File: config.mk
export PLATFORM = sky130hd
export DESIGN_NAME = rr_arbiter8
export DESIGN_NICKNAME = d
export VERILOG_FILES = /design/src/rtl/rr_arb_pkg.sv /design/src/rtl/onehot_dec3to8.sv /design/src/rtl/rr_arbiter8.sv
export SDC_FILE = /design/constraint.sdc
export NUM_CORES = 1
export LEC_CHECK = 0
export BUFFER_PORTS_ARGS = -buffer_cell sky130_fd_sc_hd__buf_2
export CAP_MARGIN = 5
export CELL_PAD_IN_SITES_DETAIL_PLACEMENT = 0
export CELL_PAD_IN_SITES_GLOBAL_PLACEMENT = 2
export CORE_ASPECT_RATIO = 0.5
export CORE_MARGIN = 10
export CORE_UTILIZATION = 30
export CTS_BUF_LIST = sky130_fd_sc_hd__clkbuf_4 sky130_fd_sc_hd__clkbuf_8
export CTS_CLUSTER_DIAMETER = 150
export DETAILED_ROUTE_END_ITERATION = 8
export PLACE_DENSITY = 0.72
export SYNTH_ARGS = -nofsm -noshare
export SYNTH_HDL_FRONTEND = slang
export SYNTH_SLANG_ARGS = --single-unit
File: constraint.sdc
create_clock -name clk -period 3.71 [get_ports clk]
set_clock_uncertainty 0.1 [all_clocks]
set_input_delay 0.5565 -clock clk [delete_from_list [all_inputs] [get_ports clk]]
set_output_delay 0.5565 -clock clk [all_outputs]
set_load 0.01 [all_outputs]
File: src/rtl/rr_arb_pkg.sv
// Shared constants and state encoding for the eight-way round-robin arbiter.
package rr_arb_pkg;

    localparam int NUM_REQ = 8;
    localparam int IDX_W   = 3;

    typedef enum logic {
        IDLE  = 1'b0,
        GRANT = 1'b1
    } arb_state_e;

endpackage

File: src/rtl/onehot_dec3to8.sv
// Combinational 3-to-8 index decoder with enable; output is one-hot or all-zero.
module onehot_dec3to8 (
    input  logic [2:0] idx,
    input  logic       en,
    output logic [7:0] onehot
);

    // Decode the index only while enabled so the output can never be multi-hot.
    always_comb begin
        onehot = 8'b0000_0000;
        if (en) begin
            onehot = 8'b0000_0001 << idx;
        end else begin
            onehot = 8'b0000_0000;
        end
    end

endmodule

File: src/rtl/rr_arbiter8.sv
// Eight-requester round-robin arbiter with registered index/valid and decoded one-hot grant.
// Optional hold-time limit with forced revocation is compiled in by defining RR_ARB_TIMEOUT_EN.
module rr_arbiter8
    import rr_arb_pkg::*;
#(
    parameter int MAX_HOLD = 16
)
(
    input  logic               clk,
    input  logic               rst_n,
    input  logic [NUM_REQ-1:0] req,
    output logic [NUM_REQ-1:0] gnt,
    output logic [IDX_W-1:0]   gnt_idx,
    output logic               gnt_valid,
    output logic               timeout
);

    arb_state_e       state_r;
    arb_state_e       state_nx_s;
    logic [IDX_W-1:0] gnt_idx_r;
    logic [IDX_W-1:0] gnt_idx_nx_s;
    logic             gnt_valid_r;
    logic [IDX_W-1:0] last_idx_r;
    logic [IDX_W-1:0] last_idx_nx_s;
    logic             timeout_r;
    logic             timeout_nx_s;
    logic [IDX_W-1:0] start_s;
    logic [IDX_W-1:0] win_idx_s;
    logic             win_found_s;

`ifdef RR_ARB_TIMEOUT_EN
    localparam logic [7:0] HOLD_LIM = 8'(MAX_HOLD - 1);
    logic [7:0] hold_cnt_r;
    logic [7:0] hold_cnt_nx_s;
`endif

    // Rotated priority scan: the first set bit at or above last_idx+1 wins, wrapping 7 -> 0.
    always_comb begin
        start_s     = last_idx_r + 3'd1;
        win_idx_s   = 3'd0;
        win_found_s = 1'b0;
        for (int i = NUM_REQ - 1; i >= 0; i--) begin
            if (req[start_s + IDX_W'(i)]) begin
                win_idx_s   = start_s + IDX_W'(i);
                win_found_s = 1'b1;
            end else begin
                win_idx_s   = win_idx_s;
                win_found_s = win_found_s;
            end
        end
    end

    // Next-state and next-output logic; release always wins over the hold limit.
    always_comb begin
        state_nx_s    = state_r;
        gnt_idx_nx_s  = gnt_idx_r;
        last_idx_nx_s = last_idx_r;
        timeout_nx_s  = 1'b0;
`ifdef RR_ARB_TIMEOUT_EN
        hold_cnt_nx_s = hold_cnt_r;
`endif
        case (state_r)
            IDLE: begin
                if (win_found_s) begin
                    state_nx_s    = GRANT;
                    gnt_idx_nx_s  = win_idx_s;
                    last_idx_nx_s = win_idx_s;
`ifdef RR_ARB_TIMEOUT_EN
                    hold_cnt_nx_s = 8'd0;
`endif
                end else begin
                    state_nx_s = IDLE;
                end
            end
            GRANT: begin
                if (!req[gnt_idx_r]) begin
                    state_nx_s = IDLE;
                end
`ifdef RR_ARB_TIMEOUT_EN
                else if (hold_cnt_r == HOLD_LIM) begin
                    state_nx_s   = IDLE;
                    timeout_nx_s = 1'b1;
                end else begin
                    state_nx_s    = GRANT;
                    hold_cnt_nx_s = hold_cnt_r + 8'd1;
                end
`else
                else begin
                    state_nx_s = GRANT;
                end
`endif
            end
            default: begin
                state_nx_s = IDLE;
            end
        endcase
    end

    // State and output registers; the pointer resets to 7 so requester 0 is searched first.
    always_ff @(posedge clk or negedge rst_n) begin
        if (!rst_n) begin
            state_r     <= IDLE;
            gnt_idx_r   <= 3'd0;
            gnt_valid_r <= 1'b0;
            last_idx_r  <= 3'd7;
            timeout_r   <= 1'b0;
        end else begin
            state_r     <= state_nx_s;
            gnt_idx_r   <= gnt_idx_nx_s;
            gnt_valid_r <= (state_nx_s == GRANT);
            last_idx_r  <= last_idx_nx_s;
            timeout_r   <= timeout_nx_s;
        end
    end

`ifdef RR_ARB_TIMEOUT_EN
    // Hold counter: cycles spent in the current grant.
    always_ff @(posedge clk or negedge rst_n) begin
        if (!rst_n) begin
            hold_cnt_r <= 8'd0;
        end else begin
            hold_cnt_r <= hold_cnt_nx_s;
        end
    end
`endif

    onehot_dec3to8 u_dec (
        .idx    (gnt_idx_r),
        .en     (gnt_valid_r),
        .onehot (gnt)
    );

    assign gnt_idx   = gnt_idx_r;
    assign gnt_valid = gnt_valid_r;
    assign timeout   = timeout_r;

endmodule

==> results of run 1 <==
==> layout make-up <==
| type | count | area (um2) | share of cell area |
|---|---|---|---|
| Multi-Input combinational cell | 110 | 1010 | 0.694 |
| Sequential cell | 7 | 179 | 0.123 |
| Timing Repair Buffer | 25 | 135 | 0.0929 |
| Tap cell | 54 | 67.6 | 0.0465 |
| Clock buffer | 4 | 48.8 | 0.0336 |
| Inverter | 4 | 15.0 | 0.0103 |
==> metal layers <==
metal,part of all wire,track usage
met1,0.53,0.132
met3,0.056,0.0217
met5,0,0
met4,0.014,0.0271
met2,0.40,0.142
==> sequential cells by signal (all words and copies together) (netlist names) <==
register	flops
last_idx_r	3
gnt_idx	3
gnt_valid	1
==> placed cells by master (no fill, tap or decap), types with 5 or more instances in the layout <==
master	n
buf_2	21
a21oi_1	6
nand2_1	13
mux2i_1	10
nand2b_1	5
nor2_1	11
mux4_1	5
mux4_2	6
==> through the flow <==
step           instances   util  worst slack [ps]
2_1_floorplan        129      -               395
5_1_grt              204  0.365               280
3_3_place_gp         200  0.353               476
3_5_place_dp         200  0.353               476
6_report             204  0.365               469
4_1_cts              204  0.365               474
==> worst register-to-register path, cell delays in order (launching register included) <==
cell	delay [ps]
dfstp_2	530
clkinv_1	70
ha_1	570
mux4_1	710
mux2_2	320
a21oi_1	210
o22ai_1	120
or3b_1	370
o21a_1	110
==> cells in the mapped netlist (2+ instances only) <==
library cell  count
mux2i_2           2
nand2_1          13
nor2_1           11
dfstp_2           3
o211ai_1          2
mux4_1            5
buf_6             2
mux2i_1          10
buf_4             3
a211oi_1          2
mux4_2            6
ha_1              2
nand4_1           3
o22ai_1           4
nor3_1            3
o21ai_0           4
inv_1             3
a21oi_1           6
a22oi_1           3
nand3_1           3
buf_2             2
mux2_2            4
dfrtp_1           4
xnor2_1           2
nand2b_1          5
==> how the worst max path moves through the flow <==
stage / startpoint / to / cells past startpoint
detailed placement: last_idx_r[0] / gnt_idx[2] / 8
global placement: last_idx_r[0] / last_idx_r[0] / 8
finish: last_idx_r[0] / gnt_idx[0] / 8
global route: last_idx_r[0] / gnt_idx[1] / 9
floorplan: last_idx_r[0] / gnt_idx[0] / 11
CTS: last_idx_r[0] / gnt_idx[0] / 8
==> cell families after synthesis <==
logic type | after synthesis | synth area share
compound gates | 30 | 0.167
mux | 28 | 0.360
fa+ha+maj | 2 | 0.0198
buf+inv | 12 | 0.0585
flops | 7 | 0.142
xor+xnor | 5 | 0.0704
other cells | 1 | 0.00297
simple gates | 44 | 0.180
==> impl_results.md, run 1 <==
- First-pass detailed-route iteration total: 4
- Initial drt markers: 69
- Final net count: 163
- Critical path class: flip-flop to flip-flop
- Die Width: 112 um
- Setup_tns: 0 ps
- Reg2reg end: gnt_idx[0]
- Gpl congestion: 0.758
- CTS buffer count: 3
- CP max FO: 11
- Critical Path Start Type: flip-flop
- Routed wire length: 3.47 mm
- Delay-heaviest family, CP: multiplexers
- RSZ-0062 raised after global routing: no
- Synth unique cells: 47
- MaxCap Viol Count: 0
- Worst path bufs/invs: 1
- Top Ports: 23
- CP max-delay cell: mux4_1
- Total die area: 0.00736 mm2
- DR vias/cell: 5.56
- Final setup fails: 0
- Post-CTS Setup Bufs: 0
- Syn_area_per_cell: 9.78 um2
- Synth area leaders: mux4_2, mux4_1, dfrtp_1
- Grt total ovfl: 0
- Final min period: 3240 ps
- Worst path arrival time: 3250 ps
- Cts repair resizes: 0
- Total track usage: 0.0946
- Setup crit end kind: flip-flop
- Reg2Reg Depth: 8
- # diodes: 0
- Post-DP HPWL: 2.82 mm
- Vias: 1135
- WHS: 63.7 ps
- CTS tree: built
- Post-route ant nets: 0
- EDFF count, synth: 0
- Hold Violations, Final: 0
- Area share of the largest cell type after synthesis: 0.107
- Period utilization: 0.874
- Rel. slew slack: 0.559
- Die height: 65.9 um
- # rows: 16
- Leading area contributor after synthesis: mux4_2
- Drt drc: 0
- Seq/Total Area, Yosys: 0.142
- Slew Limit Fails: 0
- Hold-fix buffers, CTS: 0
- Ys flop type: dfrtp_1
- First-pass GRT wire length: 5.87 mm
- Slack of the worst reg-to-reg path: 470 ps
- Worst-Margin Slew: 657 ps
- Initial core utilization: 0.317
- H-tree depth: 1
- WL per Instance: 17.0 um
- Syn Inst Count: 129
- Area Growth Syn to Fin: 15.3%
- Core box area: 0.00398 mm2
- FF+latch count, synth: 7
- Largest net degree at the start of global routing: 17
- Ys async rst share: 1.00
- PortBufs: 21
- Status: completed
- Latest clock arrival within the worst-skew pair: 220 ps
- Max clock buf depth: 2
- Vias in the first global route: 1099
- Hold Crit Class: primary input to asynchronous set/reset pin
- Num Clock Sinks: 7
- Fmax: 309 MHz
- Root Driver: clkbuf_8
- CTS clk-pin slew, worst paths: 40 ps
- Synthesized area: 0.00126 mm2
- Layout fillers: 422
- Layout cell share with drive strength beyond 1: 0.327
- Critical Path, Cell by Cell: clkinv_1, ha_1, mux4_1, mux2_2, a21oi_1, o22ai_1, or3b_1, o21a_1
- Largest stage delay on the critical path: 710 ps
- Initial antenna violation count: 0
- Warnings, synthesis: 0
- Crit path required time: 3720 ps
- Origin of the critical flop-to-flop path: last_idx_r[0]
- Syn_nets: 141
- Final Cell Area: 0.00145 mm2
- Area after DPL: 0.00141 mm2
Power of run 1 is left out: the tool's default activity adds up to more than one toggle a clock period on the data nets, which glitch-free logic cannot reach.
==> run 2: changes to the inputs <==
--- a/config.mk
+++ b/config.mk
@@ -15,7 +15,8 @@
 export CTS_BUF_LIST = sky130_fd_sc_hd__clkbuf_4 sky130_fd_sc_hd__clkbuf_8
 export CTS_CLUSTER_DIAMETER = 150
 export DETAILED_ROUTE_END_ITERATION = 8
-export PLACE_DENSITY = 0.72
+export PLACE_DENSITY = 0.71
 export SYNTH_ARGS = -nofsm -noshare
 export SYNTH_HDL_FRONTEND = slang
+export SYNTH_HIERARCHICAL = 1
 export SYNTH_SLANG_ARGS = --single-unit
==> run 2 against run 1 <==
Against the previous run: final cell count is 1.5% lower; wire length increased by 2.5%; critical endpoint is now gnt_idx[1]; sequential cell count unchanged; clock-buffer cell count is the same; via count decreased by 0.70%; sequential share of layout area fell by 0.18 points; first-iteration DRC count rose by 20%; core utilization is essentially flat.
==> impl_results.md, run 2 <==
- Syn_nets: 140
- Cell with the most instances after synthesis: nand2_1
- Syn_area_per_cell: 10.2 um2
- Leading area contributor after synthesis: mux4_2
- Fin worst setup slack: 532 ps
- Critical Path Start Type: flip-flop
- Area share of the largest cell type after synthesis: 0.190
- Final net count: 160
- MaxCap Viol Count: 0
- Area after DPL: 0.00143 mm2
- Ys async rst share: 1.00
- Post-synth top cells: nand2_1, mux4_2, a21oi_1
- First-pass detailed-route iteration total: 5
- PortBufs: 21
- Critical Path, Cell by Cell: inv_1, ha_1, buf_4, mux4_2, nor4_1, a41o_1, nor3_1, a21oi_1, nand2_1
- Ys flop type: dfrtp_1
- Synth area leaders: mux4_2, dfrtp_1, mux2i_1
- Die Width: 113 um
- Slew Limit Fails: 0
- CP max-delay cell: ha_1
- WL per Instance: 17.7 um
- DR vias/cell: 5.61
- Latest clock arrival within the worst-skew pair: 220 ps
- Critical path class: flip-flop to flip-flop
- Total die area: 0.00755 mm2
- Vias in the first global route: 1083
- Largest stage delay on the critical path: 610 ps
- Gpl congestion: 0.890
- Period utilization: 0.856
- Final min period: 3180 ps
- Hold Crit Class: primary input to asynchronous set/reset pin
- Vias: 1127
- H-tree depth: 1
- Reg2Reg Depth: 9
- # diodes: 0
- Core box area: 0.00404 mm2
- Hold-fix buffers, CTS: 0
- Grt total ovfl: 0
- WP depth: 9
- FF+latch count, synth: 7
- Fmax: 315 MHz
- Synth unique cells: 55
- Worst path arrival time: 3170 ps
- Most frequent cells in the layout: buf_2, nand2_1, mux4_2
- Initial core utilization: 0.323
- Setup_tns: 0 ps
- Area Growth Syn to Fin: 13.0%
- Post-CTS Setup Bufs: 0
- # rows: 16
- Layout cell share with drive strength beyond 1: 0.435
- CP max FO: 12
- Top Ports: 23
- Post-route ant nets: 0
- Worst path bufs/invs: 2
- CTS clk-pin slew, worst paths: 40 ps
- WHS: 56.9 ps
- Max clock buf depth: 2
- Die height: 66.6 um
- Hold Violations, Final: 0
- Crit path required time: 3700 ps
- Final setup fails: 0
- Cts repair resizes: 0
- Post-DP HPWL: 2.84 mm
- Seq/Total Area, Yosys: 0.137
- Syn Inst Count: 128
- Initial antenna violation count: 0
- Layout fillers: 423
- Largest net degree at the start of global routing: 19
- Setup crit end kind: flip-flop
- Most common cell after layout, fill and taps aside: buf_2
- Drt drc: 0
- Synthesized area: 0.00131 mm2
- First-pass GRT wire length: 5.98 mm
- Root Driver: clkbuf_8
- Total track usage: 0.0964
- CTS tree: built
- Routed wire length: 3.55 mm
- Delay-heaviest family, CP: adder cells
- Warnings, synthesis: 6
- Num Clock Sinks: 7
- CTS buffer count: 3
- Final Cell Area: 0.00148 mm2
- Initial drt markers: 83
- Pre-CTS setup slack: 546 ps
- RSZ-0062 raised after global routing: no
- EDFF count, synth: 0
- Status: completed
## run 2: metrics by stage
step | cells | utilization
floorplan | 128 | -
global placement | 197 | 0.353
detailed placement | 197 | 0.353
CTS | 201 | 0.365
global route | 201 | 0.365
finish | 201 | 0.365
## run 2: cell families (layout without fill, tap and decap cells)
| family | count (synthesis) | after routing | share of synthesized area |
|---|---|---|---|
| xor gates and xnor gates | 5 | 5 | 0.0566 |
| adders and majority gates | 2 | 2 | 0.0192 |
| muxes | 27 | 27 | 0.327 |
| AOI/OAI and AO/OA | 35 | 35 | 0.187 |
| other | 1 | 1 | 0.00287 |
| and+or+nand+nor | 37 | 37 | 0.197 |
| DFF | 7 | 7 | 0.137 |
| buffers and inverters | 14 | 33 | 0.0738 |
## run 2: worst register-to-register path, delay by kind of cell (launching register included)
family,cells,cell delay [ps]
DFF,1,520
muxes,1,360
AOI/OAI and AO/OA,2,600
and+or+nand+nor,3,490
buffers and inverters,2,370
adders and majority gates,1,610
## run 2: layout make-up
class,instances,area (um2),area share
Multi-Input combinational cell,107,1030,0.698
Sequential cell,7,179,0.121
Timing Repair Buffer,25,135,0.0916
Tap cell,54,67.6,0.0458
Clock buffer,4,48.8,0.0331
Inverter,4,15.0,0.0102
## run 2: metal layers
layer | GRT usage | part of all wire | vias to the layer above
met5 | 0 | 0 | -
met4 | 0.00943 | 0 | 0
met3 | 0.0241 | 0.070 | 0
met2 | 0.145 | 0.42 | 35
met1 | 0.138 | 0.51 | 542
li1 | - | - | 550
## run 2: path summary, 6_finish.rpt
check	to	from	slack, ps
max in group asynchronous	last_idx_r[1]	rst_n	3230
worst max-delay path	gnt_idx[1]	last_idx_r[0]	530
worst min register to register	last_idx_r[1]	last_idx_r[1]	480
worst min-delay path	gnt_idx[2]	rst_n	60
min in group clk	last_idx_r[1]	last_idx_r[1]	480
worst max register to register	gnt_idx[1]	last_idx_r[0]	530
Power of run 2 is left out for the same reason.
